$ cat src/rtl/axi_lite_if.sv
// AXI4-Lite bus bundle between the PS master and the PL register front end.
interface axi_lite_if #(
   parameter int ADDR_W = 32,
   parameter int DATA_W = 32
);
   logic [ADDR_W-1:0]   awaddr;
   logic                awvalid;
   logic                awready;
   logic [DATA_W-1:0]   wdata;
   logic [DATA_W/8-1:0] wstrb;
   logic                wvalid;
   logic                wready;
   logic [1:0]          bresp;
   logic                bvalid;
   logic                bready;
   logic [ADDR_W-1:0]   araddr;
   logic                arvalid;
   logic                arready;
   logic [DATA_W-1:0]   rdata;
   logic [1:0]          rresp;
   logic                rvalid;
   logic                rready;

   modport master (
      output awaddr, awvalid, wdata, wstrb, wvalid, bready, araddr, arvalid, rready,
      input  awready, wready, bresp, bvalid, arready, rdata, rresp, rvalid
   );

   modport slave (
      input  awaddr, awvalid, wdata, wstrb, wvalid, bready, araddr, arvalid, rready,
      output awready, wready, bresp, bvalid, arready, rdata, rresp, rvalid
   );
endinterface

$ cat src/rtl/axi_lite_slave_fe.sv
// AXI4-Lite responder front end: turns each AXI transaction into one internal
// we/re strobe, with region rejection, strobe checking and a per-access timeout.
//
// state  | meaning
// W_IDLE | collecting AW and W (either order), readies high for uncaptured channels
// W_EXEC | we held until wdone or timeout
// W_RESP | bvalid held until bready
// R_IDLE | arready high
// R_EXEC | re held until rdone or timeout
// R_RESP | rvalid held until rready
module axi_lite_slave_fe #(
   parameter int ADDR_W  = 32,
   parameter int DATA_W  = 32,
   parameter int TIMEOUT = 255
) (
   input  logic              clk,
   input  logic              rst,
   axi_lite_if.slave         s_axi,
   output logic              we,
   output logic [ADDR_W-1:0] waddr,
   output logic [DATA_W-1:0] wdata,
   input  logic              wdone,
   output logic              re,
   output logic [ADDR_W-1:0] raddr,
   input  logic [DATA_W-1:0] rdata,
   input  logic              rdone
);
   localparam int             STRB_W   = DATA_W / 8;
   localparam int             CNT_W    = (TIMEOUT > 0) ? $clog2(TIMEOUT + 1) : 1;
   localparam logic [CNT_W-1:0] CNT_LAST = CNT_W'((TIMEOUT > 0) ? TIMEOUT - 1 : 0);
   localparam logic           TO_EN    = (TIMEOUT > 0);
   localparam logic [1:0]     RESP_OKAY   = 2'b00;
   localparam logic [1:0]     RESP_SLVERR = 2'b10;
   localparam logic [1:0]     RESP_DECERR = 2'b11;

   typedef enum logic [1:0] {W_IDLE, W_EXEC, W_RESP} w_state_t;
   typedef enum logic [1:0] {R_IDLE, R_EXEC, R_RESP} r_state_t;

   w_state_t          w_state, w_state_d;
   r_state_t          r_state, r_state_d;
   logic              alive;
   logic              aw_cap, aw_cap_d, w_cap, w_cap_d;
   logic [ADDR_W-1:0] waddr_d, raddr_d;
   logic [DATA_W-1:0] wdata_d, rdata_q, rdata_d;
   logic [STRB_W-1:0] wstrb_q, wstrb_d;
   logic [1:0]        bresp_q, bresp_d, rresp_q, rresp_d;
   logic [CNT_W-1:0]  wcnt, wcnt_d, rcnt, rcnt_d;

   // Readies stay low during reset and come up one cycle after release.
   assign s_axi.awready = alive && (w_state == W_IDLE) && !aw_cap;
   assign s_axi.wready  = alive && (w_state == W_IDLE) && !w_cap;
   assign s_axi.arready = alive && (r_state == R_IDLE);
   assign s_axi.bvalid  = (w_state == W_RESP);
   assign s_axi.bresp   = bresp_q;
   assign s_axi.rvalid  = (r_state == R_RESP);
   assign s_axi.rresp   = rresp_q;
   assign s_axi.rdata   = rdata_q;
   assign we            = (w_state == W_EXEC);
   assign re            = (r_state == R_EXEC);

   always_comb begin
      w_state_d = w_state;
      aw_cap_d  = aw_cap;
      w_cap_d   = w_cap;
      waddr_d   = waddr;
      wdata_d   = wdata;
      wstrb_d   = wstrb_q;
      bresp_d   = bresp_q;
      wcnt_d    = wcnt;
      case (w_state)
         W_IDLE: begin
            if (s_axi.awvalid && s_axi.awready) begin
               aw_cap_d = 1'b1;
               waddr_d  = s_axi.awaddr;
            end
            if (s_axi.wvalid && s_axi.wready) begin
               w_cap_d = 1'b1;
               wdata_d = s_axi.wdata;
               wstrb_d = s_axi.wstrb;
            end
            // Decide in the completing handshake cycle so we rises next cycle.
            if (aw_cap_d && w_cap_d) begin
               if (waddr_d[ADDR_W-1 -: 2] == 2'b11) begin
                  bresp_d   = RESP_DECERR;
                  w_state_d = W_RESP;
               end else if (wstrb_d != '1) begin
                  bresp_d   = RESP_SLVERR;
                  w_state_d = W_RESP;
               end else begin
                  wcnt_d    = '0;
                  w_state_d = W_EXEC;
               end
            end
         end
         W_EXEC: begin
            if (wdone) begin
               bresp_d   = RESP_OKAY;
               w_state_d = W_RESP;
            end else if (TO_EN && (wcnt == CNT_LAST)) begin
               bresp_d   = RESP_SLVERR;
               w_state_d = W_RESP;
            end else begin
               wcnt_d = wcnt + CNT_W'(1);
            end
         end
         W_RESP: begin
            if (s_axi.bready) begin
               aw_cap_d  = 1'b0;
               w_cap_d   = 1'b0;
               w_state_d = W_IDLE;
            end
         end
         default: w_state_d = W_IDLE;
      endcase
   end

   always_comb begin
      r_state_d = r_state;
      raddr_d   = raddr;
      rdata_d   = rdata_q;
      rresp_d   = rresp_q;
      rcnt_d    = rcnt;
      case (r_state)
         R_IDLE: begin
            if (s_axi.arvalid && s_axi.arready) begin
               raddr_d   = s_axi.araddr;
               rcnt_d    = '0;
               r_state_d = R_EXEC;
            end
         end
         R_EXEC: begin
            if (rdone) begin
               rdata_d   = rdata;
               rresp_d   = RESP_OKAY;
               r_state_d = R_RESP;
            end else if (TO_EN && (rcnt == CNT_LAST)) begin
               rdata_d   = '0;
               rresp_d   = RESP_SLVERR;
               r_state_d = R_RESP;
            end else begin
               rcnt_d = rcnt + CNT_W'(1);
            end
         end
         R_RESP: begin
            if (s_axi.rready) r_state_d = R_IDLE;
         end
         default: r_state_d = R_IDLE;
      endcase
   end

   always_ff @(posedge clk or posedge rst) begin
      if (rst) begin
         alive   <= 1'b0;
         w_state <= W_IDLE;
         aw_cap  <= 1'b0;
         w_cap   <= 1'b0;
         waddr   <= '0;
         wdata   <= '0;
         wstrb_q <= '0;
         bresp_q <= RESP_OKAY;
         wcnt    <= '0;
      end else begin
         alive   <= 1'b1;
         w_state <= w_state_d;
         aw_cap  <= aw_cap_d;
         w_cap   <= w_cap_d;
         waddr   <= waddr_d;
         wdata   <= wdata_d;
         wstrb_q <= wstrb_d;
         bresp_q <= bresp_d;
         wcnt    <= wcnt_d;
      end
   end

   always_ff @(posedge clk or posedge rst) begin
      if (rst) begin
         r_state <= R_IDLE;
         raddr   <= '0;
         rdata_q <= '0;
         rresp_q <= RESP_OKAY;
         rcnt    <= '0;
      end else begin
         r_state <= r_state_d;
         raddr   <= raddr_d;
         rdata_q <= rdata_d;
         rresp_q <= rresp_d;
         rcnt    <= rcnt_d;
      end
   end
endmodule

$ cat src/flat_wrapper.sv
// flat-port wrapper written by rule: the top's interface ports become plain ports
module axi_lite_slave_fe_flat 
#(
   parameter int ADDR_W  = 32,
   parameter int DATA_W  = 32,
   parameter int TIMEOUT = 255
)
  (clk, rst, we, waddr, wdata, wdone, re, raddr, rdata, rdone, s_axi_awaddr, s_axi_awvalid, s_axi_wdata, s_axi_wstrb, s_axi_wvalid, s_axi_bready, s_axi_araddr, s_axi_arvalid, s_axi_rready, s_axi_awready, s_axi_wready, s_axi_bresp, s_axi_bvalid, s_axi_arready, s_axi_rdata, s_axi_rresp, s_axi_rvalid);
  axi_lite_if #(.ADDR_W(ADDR_W), .DATA_W(DATA_W)) s_axi_i ();
  input  logic clk;
  input  logic rst;
  output logic we;
  output logic [ADDR_W-1:0] waddr;
  output logic [DATA_W-1:0] wdata;
  input  logic wdone;
  output logic re;
  output logic [ADDR_W-1:0] raddr;
  input  logic [DATA_W-1:0] rdata;
  input  logic rdone;
  input wire logic [$bits(s_axi_i.awaddr)-1:0] s_axi_awaddr;
  input wire logic [$bits(s_axi_i.awvalid)-1:0] s_axi_awvalid;
  input wire logic [$bits(s_axi_i.wdata)-1:0] s_axi_wdata;
  input wire logic [$bits(s_axi_i.wstrb)-1:0] s_axi_wstrb;
  input wire logic [$bits(s_axi_i.wvalid)-1:0] s_axi_wvalid;
  input wire logic [$bits(s_axi_i.bready)-1:0] s_axi_bready;
  input wire logic [$bits(s_axi_i.araddr)-1:0] s_axi_araddr;
  input wire logic [$bits(s_axi_i.arvalid)-1:0] s_axi_arvalid;
  input wire logic [$bits(s_axi_i.rready)-1:0] s_axi_rready;
  output wire logic [$bits(s_axi_i.awready)-1:0] s_axi_awready;
  output wire logic [$bits(s_axi_i.wready)-1:0] s_axi_wready;
  output wire logic [$bits(s_axi_i.bresp)-1:0] s_axi_bresp;
  output wire logic [$bits(s_axi_i.bvalid)-1:0] s_axi_bvalid;
  output wire logic [$bits(s_axi_i.arready)-1:0] s_axi_arready;
  output wire logic [$bits(s_axi_i.rdata)-1:0] s_axi_rdata;
  output wire logic [$bits(s_axi_i.rresp)-1:0] s_axi_rresp;
  output wire logic [$bits(s_axi_i.rvalid)-1:0] s_axi_rvalid;
  assign s_axi_i.awaddr = s_axi_awaddr;
  assign s_axi_i.awvalid = s_axi_awvalid;
  assign s_axi_i.wdata = s_axi_wdata;
  assign s_axi_i.wstrb = s_axi_wstrb;
  assign s_axi_i.wvalid = s_axi_wvalid;
  assign s_axi_i.bready = s_axi_bready;
  assign s_axi_i.araddr = s_axi_araddr;
  assign s_axi_i.arvalid = s_axi_arvalid;
  assign s_axi_i.rready = s_axi_rready;
  assign s_axi_awready = s_axi_i.awready;
  assign s_axi_wready = s_axi_i.wready;
  assign s_axi_bresp = s_axi_i.bresp;
  assign s_axi_bvalid = s_axi_i.bvalid;
  assign s_axi_arready = s_axi_i.arready;
  assign s_axi_rdata = s_axi_i.rdata;
  assign s_axi_rresp = s_axi_i.rresp;
  assign s_axi_rvalid = s_axi_i.rvalid;
  axi_lite_slave_fe #(.ADDR_W(ADDR_W), .DATA_W(DATA_W), .TIMEOUT(TIMEOUT)) u_core (.clk(clk), .rst(rst), .s_axi(s_axi_i), .we(we), .waddr(waddr), .wdata(wdata), .wdone(wdone), .re(re), .raddr(raddr), .rdata(rdata), .rdone(rdone));
endmodule
$ cat config.mk
export PLATFORM = sky130hd
export DESIGN_NAME = axi_lite_slave_fe_flat
export DESIGN_NICKNAME = d
export VERILOG_FILES = /design/src/rtl/axi_lite_if.sv /design/src/rtl/axi_lite_slave_fe.sv /design/src/flat_wrapper.sv
export SDC_FILE = /design/constraint.sdc
export NUM_CORES = 1
export LEC_CHECK = 0
export CAP_MARGIN = 20
export CORE_MARGIN = 2
export CORE_UTILIZATION = 42
export DETAILED_ROUTE_END_ITERATION = 16
export PLACE_DENSITY = 0.8
export SLEW_MARGIN = 20
export SYNTH_ARGS = -nofsm -noshare
export SYNTH_HDL_FRONTEND = slang
export SYNTH_SLANG_ARGS = --single-unit
$ cat constraint.sdc
create_clock -name clk -period 6.3 [get_ports clk]
set_clock_uncertainty 0.2 [all_clocks]
set_input_delay 0.945 -clock clk [delete_from_list [all_inputs] [get_ports clk]]
set_output_delay 0.945 -clock clk [all_outputs]
set_load 0.01 [all_outputs]
## After elaboration in Yosys (flattened, before gate mapping)

Cells that the tools add are included.

| cells by class | value |
|---|---|
| add/subtract/negate cells | 2 |
| eq/ne operators | 22 |
| multiplexer cells | 41 |
| reductions and logical operators | 26 |

Operators by type and width:

| cell | number |
|---|---|
| $mux 32 | 4 |
| $mux 8 | 8 |
| $pmux 8 s2 | 2 |
| $mux 2 | 15 |
| $ne 2x2->1 const B | 11 |
| $add 8x1->8 const B | 2 |
| $eq 8x8->1 const B | 2 |
| $pmux 2 s3 | 2 |
| $reduce_and 2->1 | 5 |
| $logic_and 1x1->1 | 8 |
| $mux 4 | 2 |
| $reduce_and 4->1 | 2 |
| $reduce_bool 2->1 | 4 |
| $eq 2x2->1 const B | 3 |
| $ne 3x1->1 const B | 2 |
| $reduce_and 3->1 | 2 |
| $reduce_and 6->1 | 1 |
| $mux 1 | 5 |
| $eq 2x1->1 const B | 2 |
| $logic_not 2->1 | 2 |
| $ne 4x4->1 const B | 1 |
| $pmux 1 s2 | 2 |
| $pmux 2 s2 | 1 |
| $ne 3x3->1 const B | 1 |
| $logic_not 1->1 | 2 |

| storage, ports and cells | value |
|---|---|
| register bits after elaboration | 159 |

## Depth between registers and ports, before layout

Gate-level depths: netlist (run 1).

| logic depth | value |
|---|---|
| depth after elaboration | 11 |
| gate-level depth with buffers | 7 |
| mapped depth without buffers | 7 |

## Worst setup path after synthesis (run 1)

Ideal clock, no wire load.

| path | value |
|---|---|
| path type | in2reg |
| from | input port s_axi_awvalid |
| to | register u_core.wcnt[0] |
| arrival time | 2.006 ns |
| data required time | 5.982 ns |
| setup slack | 3.976 ns |
| stages | 6 |
| buffers on the path | 1 |
| cells stage by stage | a21oi_1 nor4_1 o2111ai_2 and2_4 buf_6 a21o_1 |

| between the ends | value |
|---|---|
| cells in the longest elaborated chain, start to end | 6 |
| elaborated cells on any way between the ends | 10 |
| those cells by class | eq/ne (3); mux (4); reduce/logical (3) |

RTL lines:

| element | line | text |
|---|---|---|
| from (decl) | flat_wrapper.sv:21 | `input wire logic [$bits(s_axi_i.awvalid)-1:0] s_axi_awvalid;` |
| $logic_and 1x1->1 (*) | axi_lite_slave_fe.sv:72 | `if (s_axi.awvalid && s_axi.awready) begin` |
| $mux 32 / $mux 1 (equally long branches) | axi_lite_slave_fe.sv:72 |  |
| $mux 32 / $mux 1 (equally long branches) | axi_lite_slave_fe.sv:70 | `case (w_state)` |
| $eq 2x2->1 / $logic_and 1x1->1 (equally long branches) | axi_lite_slave_fe.sv:83, axi_lite_slave_fe.sv:82 |  |
| $ne 2x2->1 (no source line) | n/a |  |
| $reduce_and 6->1 (no source line) (*) | n/a |  |
| to (signal assigned) | axi_lite_slave_fe.sv:171 | `wcnt <= wcnt_d;` |
| to (decl) | axi_lite_slave_fe.sv:47 | `logic [CNT_W-1:0] wcnt, wcnt_d, rcnt, rcnt_d;` |

Mark *: on every way between the ends. The rest lies on a longest branch, timed or not. The select of a mux whose other input is x is not followed.
A chain may end at the register's enable or synchronous reset.

## Worst setup path after layout (run 1)

| path | value |
|---|---|
| from | register u_core.w_state[0] |
| to | output port we |

| between the ends | value |
|---|---|
| cells in the longest elaborated chain, start to end | 1 |

RTL lines:

| element | line | text |
|---|---|---|
| from (decl) | axi_lite_slave_fe.sv:39 | `w_state_t w_state, w_state_d;` |
| from (signal assigned) | axi_lite_slave_fe.sv:164 | `w_state <= w_state_d;` |
| $eq 2x1->1 | axi_lite_slave_fe.sv:58 | `assign we = (w_state == W_EXEC);` |
| to (decl) | flat_wrapper.sv:12 | `output logic we;` |

No other way between the ends.

==> results of run 1 <==
-- registers in the layout (all words and copies together), names as in the netlist --
signal	flops
u_core.s_axi.rdata	32
u_core.rcnt	8
u_core.w_state	2
u_core.r_state	2
u_core.s_axi.bresp	2
u_core.waddr	32
u_core.s_axi.rresp	1
u_core.w_cap	1
u_core.aw_cap	1
u_core.wdata	32
u_core.wcnt	8
u_core.alive	1
u_core.raddr	32
u_core.wstrb_q	4
-- logic make-up (layout without fill, tap and decap cells) --
kind of cell,count (synthesis),after routing
other cells,2,2
mux,70,70
compound gates,70,70
xor+xnor,3,3
simple gates,160,160
flops,158,158
buf+inv,35,325
fa+ha+maj,4,4
-- worst min-delay path by stage --
stage | startpoint | to | slack [ns] | cells after the start
6_report | u_core.raddr[26]$_DFFE_PP0P_ | u_core.raddr[26]$_DFFE_PP0P_ | 0.27 | 2
3_5_place_dp | u_core.raddr[21]$_DFFE_PP0P_ | u_core.raddr[21]$_DFFE_PP0P_ | 0.26 | 2
5_1_grt | u_core.raddr[21]$_DFFE_PP0P_ | u_core.raddr[21]$_DFFE_PP0P_ | 0.30 | 2
3_3_place_gp | u_core.raddr[18]$_DFFE_PP0P_ | u_core.raddr[18]$_DFFE_PP0P_ | 0.26 | 2
2_1_floorplan | u_core.wcnt[6]$_DFFE_PP0P_ | u_core.wcnt[6]$_DFFE_PP0P_ | 0.25 | 1
4_1_cts | u_core.raddr[21]$_DFFE_PP0P_ | u_core.raddr[21]$_DFFE_PP0P_ | 0.28 | 2
-- worst reg2reg max path, delay by kind of cell, from the launching register on --
| family | cells | cell delay (ns) |
|---|---|---|
| DFF | 1 | 0.52 |
| and+or+nand+nor | 2 | 1.02 |
| muxes | 1 | 0.50 |
-- layout make-up --
cell class	instances	area [um^2]	area share
clock buffer	22	464.2	0.04764
clock inverter	10	90.09	0.009245
inverter	11	46.29	0.004751
multi-input combinational	309	2147	0.2203
sequential	158	3954	0.4058
tap	184	230.2	0.02363
timing repair buffer	282	2813	0.2886
-- report_power, final --
part	switching (mW)	internal, mW
registers	0.275	1.44
logic	0.656	1.07
clock network	0.394	0.562
-- cell usage in the layout (no fill, tap or decap), types with 2 or more instances in the layout --
master,n
nor4b_4,2
conb_1,2
clkbuf_1,3
a21oi_1,9
dfrtp_1,158
xnor2_1,2
clkinv_2,4
a21o_1,3
nand2_1,106
mux2_2,68
nand4_1,5
nand2b_1,2
clkbuf_8,2
o21ai_0,5
nor2_1,14
clkinv_4,2
o311ai_0,2
inv_1,10
and4_1,2
buf_4,4
ha_1,4
o31ai_1,4
nor3_1,3
clkbuf_16,17
o211ai_1,3
o2bb2ai_1,3
nand3_1,15
mux2i_1,2
nand2_2,2
clkinvlp_4,3
a22o_1,33
clkdlybuf4s50_1,278
-- stage by stage --
stage | hold slack, ns | cells
floorplan | 0.2497 | 502
global placement | 0.2614 | 944
detailed placement | 0.2622 | 944
CTS | 0.2773 | 976
global route | 0.3007 | 976
finish | 0.2721 | 976
-- Yosys cell counts (2+ instances only) --
cell       instances  area [um^2]
clkbuf_1          14        52.55
nand3_1           15        75.07
a21o_1             3        22.52
nand2b_1           2        12.51
buf_6              2        22.52
nor3_1             4        20.02
nand4_1            5        31.28
o31ai_1            4        30.03
buf_4              4        30.03
and2_1             2        12.51
dfrtp_1          158         3954
buf_2              2        10.01
a21oi_1            9        45.04
o21ai_0            5        25.02
nand2_1          107        401.6
o2bb2ai_1          3        26.28
inv_1             11        41.29
nor2_1            14        52.55
ha_1               4        50.05
mux2i_1            2        20.02
xnor2_1            2        17.52
a22o_1            33        289.0
o211ai_1           3        22.52
mux2_2            68        765.7
and4_1             2        17.52
buf_1              2        7.510
o311ai_0           2        17.52
o21ai_1            2        10.01
conb_1             2        7.510
nor4b_4            2        47.55
-- layer usage --
metal	vias to the layer above	GRT usage
li1	2293	-
met1	2379	0.2517
met2	191	0.3523
met3	29	0.05480
met4	0	0.07692
met5	-	0
==> results.md, run 1 <==
- DR WL met2: 8377 um
- Initial Util: 0.4302
- Cell Rows: 44
- VDD IR max: 0.1999 mV
- Pin count of the biggest net entering global routing: 100
- Layout cells sized above 1: 0.1402
- Root buf cell: clkbuf_16
- DR WL/cell: 16.67 um
- Outcome: complete, no violations
- RSZ-0062 raised after global routing: no
- CP delay by family, top: buffers and inverters
- TritonCTS buffer count: 17
- Crit path arrival time: 2.00 ns
- Hold Crit Class: reg2reg
- First-pass GRT wire length: 26,040 um
- CP endpoint kind: output port
- Highest metal used: met4
- Hold Vio Cnt, Final: 0
- Antenna-violating nets left: 0
- Final WL: 16,270 um
- Fin Setup TNS: 0 ns
- Post-synth top flop: dfrtp_1
- Hold buffers post-CTS: 0
- Critical Path RT: 5.15 ns
- Simple-gate portion of the synthesized area: 0.1151
- Via Count: 4,892
- PwrDens: 451.7 mW/mm^2
- Final setup margin: 3.151 ns
- Slowest cell on crit path: dfrtp_1
- Syn nets: 647
- Crit path depth: 3
- Synth Area in XOR/XNOR: 0.004203
- Critical R2R Launch: u_core.w_state[0]$_DFFE_PP0P_
- I/O pin count: 280
- Place WS: 3.178 ns
- Crit path cell chain: nand2b_1, inv_1, clkdlybuf4s50_1
- Die Ht: 126.0 um
- Clock sinks: 158
- EDFF count, synth: 0
- Unique masters post-synth: 44
- Post-route cell area: 0.009744 mm^2
- Final core utilization: 0.6705
- Leak: 4.313 nW
- First-pass DRT Iterations: 4
- Max-Cap Viols: 0
- Setup CP Type: reg2out
- Met3 Wirelength: 956 um
- Filler cells: 1,058
- Final period util: 0.4998
- Worst Reg-to-Reg Cells: 3
- Vias in the first global route: 5,145
- Routability cong.: 0.8366
- Largest family of logic cells by synthesized area: multiplexers
- Final setup fails: 0
- Critical R2R Capture: u_core.wdata[10]$_DFFE_PP0P_
- DR iter-0 viols: 238
- Critical Path Fanout Max: 10
- Post-synthesis compound-gate area fraction: 0.08725
- Crit path time final: 3.149 ns
- CP startpoint kind: flip-flop
- Max-slew violations: 0
- Die X: 126.0 um
- DP HPWL: 11,850 um
- Buf+Inv Stages, Crit Path: 2
- Mapped Cells: 502
- Clk slew on worst S/H paths: 0.06 ns
- Critical path origin: u_core.w_state[0]$_DFFE_PP0P_
- Drt drc: 0
- GR Overflow Total: 0
- Initial antenna violation count: 0
- IO buf count: 278
- Power Total: 4.401 mW
- FF-to-FF setup slack: 3.95 ns
- Post-CTS Setup Bufs: 0
- Number of synthesized register bits: 158
- Max-slew headroom: 0.4106
- WL met1: 6601 um
- Layout area overhead: 55.85%
- Warnings from Yosys: 0
- Syn_area_per_cell: 12.45 um^2
- Achievable Freq: 317.6 MHz
- Post-cts gate resize count: 0
- Sequential fraction of the synthesis area: 0.6324
- Worst skew pair latency: 0.41 ns
- Mux cell area share after synthesis: 0.1257
- CP max stage delay: 0.58 ns
- Post-layout nets: 924
- TritonCTS clock tree: done
- Clock tree buffer depth: 2
- Post-synthesis adder-cell area fraction: 0.008005
- Diodes inserted: 0
- Synth Cell Area: 0.006252 mm^2
- Die area: 0.01588 mm^2
- Core area: 0.01453 mm^2
- Overall Global Routing Usage: 0.2062
- H-Tree Depth: 4
- Vias per inst: 5.012
- Worst setup endpoint: we
- Least-Margin Pin Slew: 0.8841 ns
- Post-DP Area: 0.009189 mm^2
- Post-synth ARST share: 1.000
No activity file was read; power rests on OpenSTA's default activity.
==> inputs of run 2 (changes only) <==
==> constraint.sdc (replaced) <==
create_clock -name clk -period 2.91 [get_ports clk]
set_clock_uncertainty 0.2 [all_clocks]
set_input_delay 0.4365 -clock clk [delete_from_list [all_inputs] [get_ports clk]]
set_output_delay 0.4365 -clock clk [all_outputs]
set_load 0.01 [all_outputs]
==> results.md, run 2 (synthesis gave the netlist of run 1 again) <==
- Outcome: complete, no violations
- PwrDens: 973.9 mW/mm^2 (+120%)
- Hold Vio Cnt, Final: 0 (unchanged)
- First-pass DRT Iterations: 6 (+2)
- Initial antenna violation count: 0 (unchanged)
- Critical Path RT: 2.27 ns (-2.88 ns)
- Crit path time final: 2.637 ns
- Least-Margin Pin Slew: 0.8453 ns (-0.03880 ns)
- I/O pin count: 280 (unchanged)
- DR WL/cell: 16.81 um (+0.82%)
- TritonCTS buffer count: 17 (unchanged)
- Die Ht: 126.0 um (unchanged)
- Clk slew on worst S/H paths: 0.06 ns (about the same)
- Fin Setup TNS: 0 ns (unchanged)
- Setup CP Type: reg2out
- H-Tree Depth: 4 (unchanged)
- Routability cong.: 0.8701 (+4.0%)
- Vias in the first global route: 5,285 (+2.7%)
- Achievable Freq: 379.2 MHz
- GR Overflow Total: 0 (unchanged)
- RSZ-0062 raised after global routing: no
- Max-slew headroom: 0.4353 (+0.02468)
- Layout cells sized above 1: 0.1486 (+0.008413)
- Crit path arrival time: 2.00 ns (about the same)
- Final WL: 16,560 um (+1.8%)
- Commonest cells after routing, fill and taps aside: clkdlybuf4s50_1, dfrtp_1, nand2_1
- Initial Util: 0.4302 (unchanged)
- Clock sinks: 158 (unchanged)
- Overall Global Routing Usage: 0.2105 (+0.004331)
- Hold Crit Class: reg2reg
- Vias per inst: 5.060 (+0.95%)
- Post-layout nets: 933 (+0.97%)
- Hold buffers post-CTS: 0 (unchanged)
- VDD IR max: 0.4777 mV (+140%)
- CP startpoint kind: flip-flop
- Antenna-violating nets left: 0 (unchanged)
- Final period util: 0.9062
- Die area: 0.01588 mm^2 (unchanged)
- First-pass GRT wire length: 26,690 um (+2.5%)
- Die X: 126.0 um (unchanged)
- DR iter-0 viols: 263 (+11%)
- Diodes inserted: 0 (unchanged)
- Post-CTS Setup Bufs: 0 (unchanged)
- Most common cell after layout, fill and taps aside: clkdlybuf4s50_1
- Clock tree buffer depth: 2 (unchanged)
- Layout area overhead: 58.21%
- Worst skew pair latency: 0.42 ns (about the same)
- Final setup fails: 0 (unchanged)
- CP endpoint kind: output port
- Power Total: 9.633 mW (+120%)
- Pin count of the biggest net entering global routing: 39 (-61%)
- Drt drc: 0 (unchanged)
- TritonCTS clock tree: done
- Critical Path Fanout Max: 10 (unchanged)
- Max-slew violations: 0 (unchanged)
- Leak: 4.386 nW (+1.7%)
- IO buf count: 278 (unchanged)
- Via Count: 4,984 (+1.9%)
- Cell Rows: 44 (unchanged)
- Max-Cap Viols: 0 (unchanged)
- Post-cts gate resize count: 0 (unchanged)
- DP HPWL: 12,300 um (+3.9%)
- Root buf cell: clkbuf_16
- Core area: 0.01453 mm^2 (unchanged)
-- run 2: per-layer routing --
layer	vias up	global-route usage	routed length (um)
met5	-	0	0
met4	0	0.07563	339
met3	31	0.05862	1053
met2	197	0.3659	8485
met1	2446	0.2508	6679
li1	2310	-	-
-- run 2: final cells by class --
type / count / area (um^2)
Inverter: 11 / 45.04
Clock buffer: 21 / 460.4
Sequential cell: 158 / 3954
Tap cell: 184 / 230.2
Timing Repair Buffer: 291 / 2943
Multi-Input combinational cell: 309 / 2143
Fill cell: 1052 / 4642
Clock inverter: 11 / 116.4
-- run 2: through the flow --
stage / util / instance area, um^2 / hold slack [ns] / cells / worst slack (ns)
global route: 0.6806 / 9892 / 0.3021 / 985 / 0.1821
detailed placement: 0.6409 / 9315 / 0.2614 / 953 / 0.4494
CTS: 0.6806 / 9892 / 0.2764 / 985 / 0.2763
global placement: 0.6409 / 9315 / 0.2568 / 953 / 0.5159
floorplan: - / 6256 / 0.2497 / 502 / 0.2726
finish: 0.6806 / 9892 / 0.2700 / 985 / 0.2729
-- run 2: power breakdown --
group	internal (mW)	switching (mW)	total, mW
logic	2.34	1.43	3.77
registers	3.13	0.574	3.70
clock network	1.30	0.857	2.16
-- run 2: worst max-delay path, stage by stage, from the launching register on --
cell and delay, ns:
dfrtp_1 0.57, nand2b_1 0.24, inv_1 0.19, clkdlybuf4s50_1 0.59
-- run 2: path summary, 6_finish.rpt --
path | startpoint | end | slack [ns] | cells past startpoint
max | u_core.w_state[0]$_DFFE_PP0P_ | we | 0.27 | 3
min | u_core.raddr[9]$_DFFE_PP0P_ | u_core.raddr[9]$_DFFE_PP0P_ | 0.27 | 2
max reg2reg | u_core.wcnt[0]$_DFFE_PP0P_ | u_core.s_axi.bresp[0]$_DFFE_PP0P_ | 0.66 | 6
min reg2reg | u_core.raddr[9]$_DFFE_PP0P_ | u_core.raddr[9]$_DFFE_PP0P_ | 0.27 | 2
max in group asynchronous | rst | u_core.raddr[14]$_DFFE_PP0P_ | 1.47 | 3
min in group asynchronous | rst | u_core.waddr[28]$_DFFE_PP0P_ | 0.35 | 2
